**config.mk**
```make
export PLATFORM = sky130hd
export DESIGN_NAME = bcd_to_binary
export DESIGN_NICKNAME = d
export VERILOG_FILES = /design/src/rtl/bcd_to_binary_pkg.sv /design/src/rtl/bcd_nibble_sub3.sv /design/src/rtl/bcd_to_binary.sv
export SDC_FILE = /design/constraint.sdc
export NUM_CORES = 1
export LEC_CHECK = 0
export ABC_CLOCK_PERIOD_IN_PS = 3700
export CAP_MARGIN = 25
export CORE_ASPECT_RATIO = 0.8
export CORE_MARGIN = 4
export CORE_UTILIZATION = 30
export CTS_CLUSTER_SIZE = 20
export DETAILED_ROUTE_END_ITERATION = 10
export PLACE_DENSITY = 0.5
export RECOVER_POWER = 100
export SLEW_MARGIN = 5
export SYNTH_ARGS = -nofsm -noshare
export SYNTH_HDL_FRONTEND = slang
export SYNTH_SLANG_ARGS = --single-unit
```
**constraint.sdc**
```tcl
create_clock -name CLK -period 3.7 [get_ports CLK]
set_input_delay 0.555 -clock CLK [delete_from_list [all_inputs] [get_ports CLK]]
set_output_delay 0.555 -clock CLK [all_outputs]
set_load 0.05 [all_outputs]
```
**src/rtl/bcd_to_binary_pkg.sv**
```systemverilog
// ----------------------------------------------------------------------------
// bcd_to_binary_pkg
// Shared definitions for the packed-BCD to binary converter.
//   - state_e       : FSM encoding. It matches the binary-to-BCD block, so one
//                     debug decoder can serve both directions.
//   - BCD_DIGIT_MAX : largest legal decimal digit.
//   - DIGITS_DEF / BIN_W_DEF : default geometry (4 digits -> 14-bit result).
// ----------------------------------------------------------------------------
package bcd_to_binary_pkg;

  localparam int DIGITS_DEF = 4;
  localparam int BIN_W_DEF  = 14;

  localparam logic [3:0] BCD_DIGIT_MAX = 4'd9;

  typedef enum logic [2:0] {
    ST_IDLE  = 3'b000,
    ST_INIT  = 3'b001,
    ST_SHIFT = 3'b011,
    ST_CHECK = 3'b010,
    ST_DONE  = 3'b110
  } state_e;

endpackage

```
**src/rtl/bcd_nibble_sub3.sv**
```systemverilog
// ----------------------------------------------------------------------------
// bcd_nibble_sub3
// Correction cell for reverse double dabble: subtracts 3 from a nibble that
// reads 8 or more after a right shift, otherwise passes it through.
//   nib_i : nibble after shift
//   nib_o : corrected nibble
// ----------------------------------------------------------------------------
module bcd_nibble_sub3 (
  input  logic [3:0] nib_i,
  output logic [3:0] nib_o
);

  // nib_i >= 8 is just bit 3; the subtract cannot underflow.
  assign nib_o = nib_i[3] ? (nib_i - 4'd3) : nib_i;

endmodule

```
**src/rtl/bcd_to_binary.sv**
```systemverilog
// ----------------------------------------------------------------------------
// bcd_to_binary
// Sequential packed-BCD to binary converter (reverse double dabble: shift
// right, subtract 3 from any digit >= 8). One conversion per START accepted
// in Idle; the result is held until the next successful conversion.
//   CLK    : system clock
//   RST    : synchronous active-high reset, aborts a conversion immediately
//   START  : conversion request, sampled only in Idle
//   BCDIN  : packed BCD, most significant digit in the top nibble
//   BINOUT : registered binary result (unchanged on an invalid request)
//   BUSY   : high whenever the FSM is not Idle
//   DONE   : one-cycle pulse when a conversion finishes (valid or not)
//   ERR    : last accepted request held a digit > 9; cleared on next START
// Latency from START sampled at edge k: DONE after edge k+30 for valid input,
// after edge k+2 for invalid input.
// ----------------------------------------------------------------------------
module bcd_to_binary
  import bcd_to_binary_pkg::*;
#(
  parameter int DIGITS = DIGITS_DEF,
  // Must satisfy 2**BIN_W > 10**DIGITS - 1; also the number of shifts.
  parameter int BIN_W  = BIN_W_DEF
) (
  input  logic                  CLK,
  input  logic                  RST,
  input  logic                  START,
  input  logic [4*DIGITS-1:0]   BCDIN,
  output logic [BIN_W-1:0]      BINOUT,
  output logic                  BUSY,
  output logic                  DONE,
  output logic                  ERR
);

  localparam int BCD_W = 4*DIGITS;
  localparam int WRK_W = BCD_W + BIN_W;
  localparam int CNT_W = $clog2(BIN_W + 1);
  localparam logic [CNT_W-1:0] CNT_LAST = CNT_W'(BIN_W);

  state_e                     state_q, state_d;
  logic [DIGITS-1:0][3:0]     bcd_q, bcd_d;
  logic [BIN_W-1:0]           bin_q, bin_d;
  logic [CNT_W-1:0]           cnt_q, cnt_d;
  logic [BIN_W-1:0]           binout_q, binout_d;
  logic                       done_q, done_d;
  logic                       err_q, err_d;

  logic [DIGITS-1:0][3:0]     bcd_sub;
  logic [DIGITS-1:0]          dig_bad;
  logic [WRK_W-1:0]           wrk_shr;

  // Per-digit correction cells and input digit range check.
  genvar g;
  generate
    for (g = 0; g < DIGITS; g++) begin : g_dig
      bcd_nibble_sub3 u_sub3 (
        .nib_i (bcd_q[g]),
        .nib_o (bcd_sub[g])
      );
      assign dig_bad[g] = (BCDIN[4*g +: 4] > BCD_DIGIT_MAX);
    end
  endgenerate

  // Whole working register shifted right: bcd LSB drops into bin MSB.
  assign wrk_shr = {bcd_q, bin_q} >> 1;

  always_comb begin
    state_d  = state_q;
    bcd_d    = bcd_q;
    bin_d    = bin_q;
    cnt_d    = cnt_q;
    binout_d = binout_q;
    done_d   = 1'b0;
    err_d    = err_q;
    case (state_q)
      ST_IDLE: begin
        if (START) state_d = ST_INIT;
      end
      ST_INIT: begin
        bcd_d = BCDIN;
        bin_d = '0;
        cnt_d = '0;
        err_d = 1'b0;
        if (|dig_bad) begin
          err_d   = 1'b1;
          state_d = ST_DONE;
        end else begin
          state_d = ST_SHIFT;
        end
      end
      ST_SHIFT: begin
        bcd_d   = wrk_shr[WRK_W-1:BIN_W];
        bin_d   = wrk_shr[BIN_W-1:0];
        cnt_d   = cnt_q + CNT_W'(1);
        state_d = ST_CHECK;
      end
      ST_CHECK: begin
        // No correction after the final shift; the bcd field is empty then.
        if (cnt_q != CNT_LAST) begin
          bcd_d   = bcd_sub;
          state_d = ST_SHIFT;
        end else begin
          state_d = ST_DONE;
        end
      end
      ST_DONE: begin
        if (!err_q) binout_d = bin_q;
        done_d  = 1'b1;
        cnt_d   = '0;
        state_d = ST_IDLE;
      end
      default: state_d = ST_IDLE;
    endcase
  end

  always_ff @(posedge CLK) begin
    if (RST) begin
      state_q  <= ST_IDLE;
      bcd_q    <= '0;
      bin_q    <= '0;
      cnt_q    <= '0;
      binout_q <= '0;
      done_q   <= 1'b0;
      err_q    <= 1'b0;
    end else begin
      state_q  <= state_d;
      bcd_q    <= bcd_d;
      bin_q    <= bin_d;
      cnt_q    <= cnt_d;
      binout_q <= binout_d;
      done_q   <= done_d;
      err_q    <= err_d;
    end
  end

  assign BINOUT = binout_q;
  assign BUSY   = (state_q != ST_IDLE);
  assign DONE   = done_q;
  assign ERR    = err_q;

endmodule

```
==> run metrics <==
post-synthesis compound-gate area fraction=0.257; Clk pwr share=0.262; hold depth=2; Die H=90.8 um; CP Capture Type=register; hold_sp=BINOUT[9]; initial drt markers=70; P&R area growth vs syn=18.7%; switch share=0.320; post-route DRC violation count=0; clock root cell=clkbuf_8; first-pass GRT wire length=10200 um; Port Buf Inserts=35; worst hold path type=reg2reg; TritonCTS buffer count=5; Synth Net Count=325; critical path startpoint category=register; via count=2206; RR Endpoint=bcd_q[11]; syn_area_per_cell=8.57 sq um; Worst Slack Setup Final=950 ps; warnings from Yosys=0; post-detail-place hpwl=4080 um; crit-path max FO=24; Setup-failing EPs final=0; vias per cell=5.11; clock-pin transition on the worst setup and hold timing paths=100 ps; VDD IR max=0.135 mV; Hold EP=BINOUT[9]; post-synthesis mux area share=0.0170; prevailing post-synth register cell=dfxtp_1; H-tree levels=2; area of the core=8130 sq um; Reg2Reg Depth=4; most frequent CP cell=o21ai_0; Seq/Total Area, Yosys=0.412; post-layout min period=2750 ps; Power Internal=844 uW; Max Buffers Root-to-Sink=2; Cell Area, Synth=2570 sq um; Synth Area in XOR/XNOR=0.0136; Worst slew margin=-0.110; worst path required time=3940 ps; Slew Viols, Final=13; reg2reg start=state_q[0]; largest net degree at the start of global routing=54; Clock Latency Late Sink=310 ps; final wirelength=6040 um; clock sink count=53; Post-DRT Antenna Nets=0; Setup WS pre-CTS=1140 ps; Synth Area in Adders=0.0292; antenna violations before repair=0; Tcrit/Tclk final=0.743; Initial Util=0.317; EDFF count, synth=0; DR WL/cell=14.0 um; vias in the first global route=2097; Setup Fix Bufs, Post-CTS=0; placement-stage cell area=2930 sq um; grt ovf=0; number of core rows=29; Worst path slowest cell=o21ai_0; setup_tns=0 ps; combinational power share=0.220; final instance area=3050 sq um; Max Cap Violations=1; worst-path cell chain=clkbuf_1, o21ai_0, o21ai_0, a21oi_1; Slew @ Worst Pin=1650 ps; die width=112 um; TritonCTS clock tree=built; DR pass1 iterations=4; Ports=36; Hold Vio Cnt, Final=0; layout net count=348; die area=10100 sq um; outcome=complete, but fails checks; Synth Area in Simple Gates=0.211; Sw Pwr=397 uW; Tot Pwr=1240 uW; hold_buf cts=0; critical path class=reg2reg; Pleak=0.00108 uW; CP arrival=2990 ps; Worst path max stage delay=1400 ps; Ant. Diodes=0; layout cell share with drive strength beyond 1=0.0926; violated checks=capacitance limit, slew limit; worst hold slack=452 ps; Async SR Flop Fraction=0; largest family of logic cells by synthesized area=compound AO/OA/AOI/OAI gates; P per Cell Area=406 nW/um^2; part of the power in registers=0.517; Unique masters post-synth=45; overall routing resource usage=0.121; RSZ-0062 raised after global routing=false; final setup skew=8.53 ps; #FFs+latches synth=53; cts repair resizes=0; Post-Syn Instances=300; reg2reg setup slack=950 ps; GPL Wtd Cong=0.808; f_max=0.364 GHz
flip-flops by register name, indices dropped and copies added, names as in the netlist:
name and cells:
bin_q 14, cnt_q 4, bcd_q 16, DONE 1
state_q 3, ERR 1, BINOUT 14
cell usage in the layout (no fill, tap or decap), drive strengths merged, types with 4 or more instances in the layout:
cell | Yosys | final
clkdlybuf4s50 | 0 | 16
buf | 14 | 5
xor2 | 4 | 4
a21oi | 28 | 28
a211oi | 14 | 14
o211ai | 4 | 4
a31o | 4 | 4
dfxtp | 53 | 53
nor2b | 14 | 14
nor2 | 28 | 28
nand2 | 36 | 36
inv | 5 | 5
o21ai | 10 | 10
a221o | 4 | 4
clkbuf | 10 | 7
nand3 | 10 | 10
dlygate4sd3 | 0 | 18
a22oi | 15 | 15
ha | 6 | 6
nor3 | 15 | 15
cells by family after synthesis:
| logic type | count (synthesis) |
|---|---|
| buf+inv | 29 |
| simple gates | 113 |
| mux | 4 |
| compound gates | 91 |
| fa+ha+maj | 6 |
| xor+xnor | 4 |
| flops | 53 |
layer usage:
layer	global-route usage	up-vias	wire length, um
li1	-	1124	-
met1	0.170	1034	2940
met2	0.186	44	2730
met3	0.0248	4	313
met4	0.0385	0	53
met5	0	-	0
cells in the mapped netlist (2+ instances only):
cell type | number | area, sq um
mux2_2 | 3 | 33.8
dfxtp_1 | 53 | 1060
o21ai_0 | 5 | 25.0
buf_6 | 2 | 22.5
clkbuf_1 | 10 | 37.5
a311oi_1 | 3 | 26.3
a211oi_2 | 6 | 75.1
o211ai_1 | 4 | 30.0
a211oi_1 | 8 | 60.1
nand2b_1 | 3 | 18.8
a221o_1 | 4 | 40.0
buf_2 | 6 | 30.0
inv_2 | 2 | 7.51
nand3_1 | 9 | 45.0
xor2_1 | 4 | 35.0
a21oi_1 | 28 | 140
inv_1 | 3 | 11.3
nor2_1 | 27 | 101
a31oi_1 | 3 | 18.8
o21ai_1 | 4 | 20.0
ha_1 | 6 | 75.1
buf_4 | 6 | 45.0
a31o_2 | 3 | 26.3
nor3_1 | 13 | 65.1
or3_1 | 2 | 12.5
a22oi_1 | 15 | 113
nor3_2 | 2 | 20.0
nand2_1 | 36 | 135
nor2b_1 | 14 | 87.6
final cells by class:
class                           count  area [sq um]
Clock buffer                        6          72.6
Multi-Input combinational cell    218          1350
Inverter                            5          18.8
Timing Repair Buffer               40           403
Fill cell                         854          5070
Tap cell                          108           135
Sequential cell                    53          1060
Clock inverter                      2          15.0
power groups by stage:
stage	Clock (uW)	Combinational, uW	Sequential, uW
2_1_floorplan	0	216	643
3_3_place_gp	0	261	665
3_5_place_dp	0	261	665
4_1_cts	348	263	652
5_1_grt	366	301	649
6_report	325	273	642
critical path, delay by kind of cell (launching register included):
family | cells | cell delay, ps
flops | 1 | 390
compound gates | 3 | 1840
buf+inv | 1 | 440
worst max-delay path by stage:
| stage | start | end | depth (start not counted) |
|---|---|---|---|
| after CTS | state_q[0] | BUSY | 2 |
| after global placement | state_q[0] | BUSY | 2 |
| after detailed placement | state_q[0] | BUSY | 2 |
| after global routing | state_q[0] | bcd_q[11] | 4 |
| final | state_q[0] | bcd_q[11] | 4 |
| after floorplan | state_q[0] | BUSY | 3 |
per-stage QoR:
stage                     utilization  instances
after floorplan                     -        300
after global placement          0.361        421
after detailed placement        0.361        421
after CTS                       0.372        429
after global routing            0.376        432
final                           0.376        432
(Power assumes the default switching activity.)
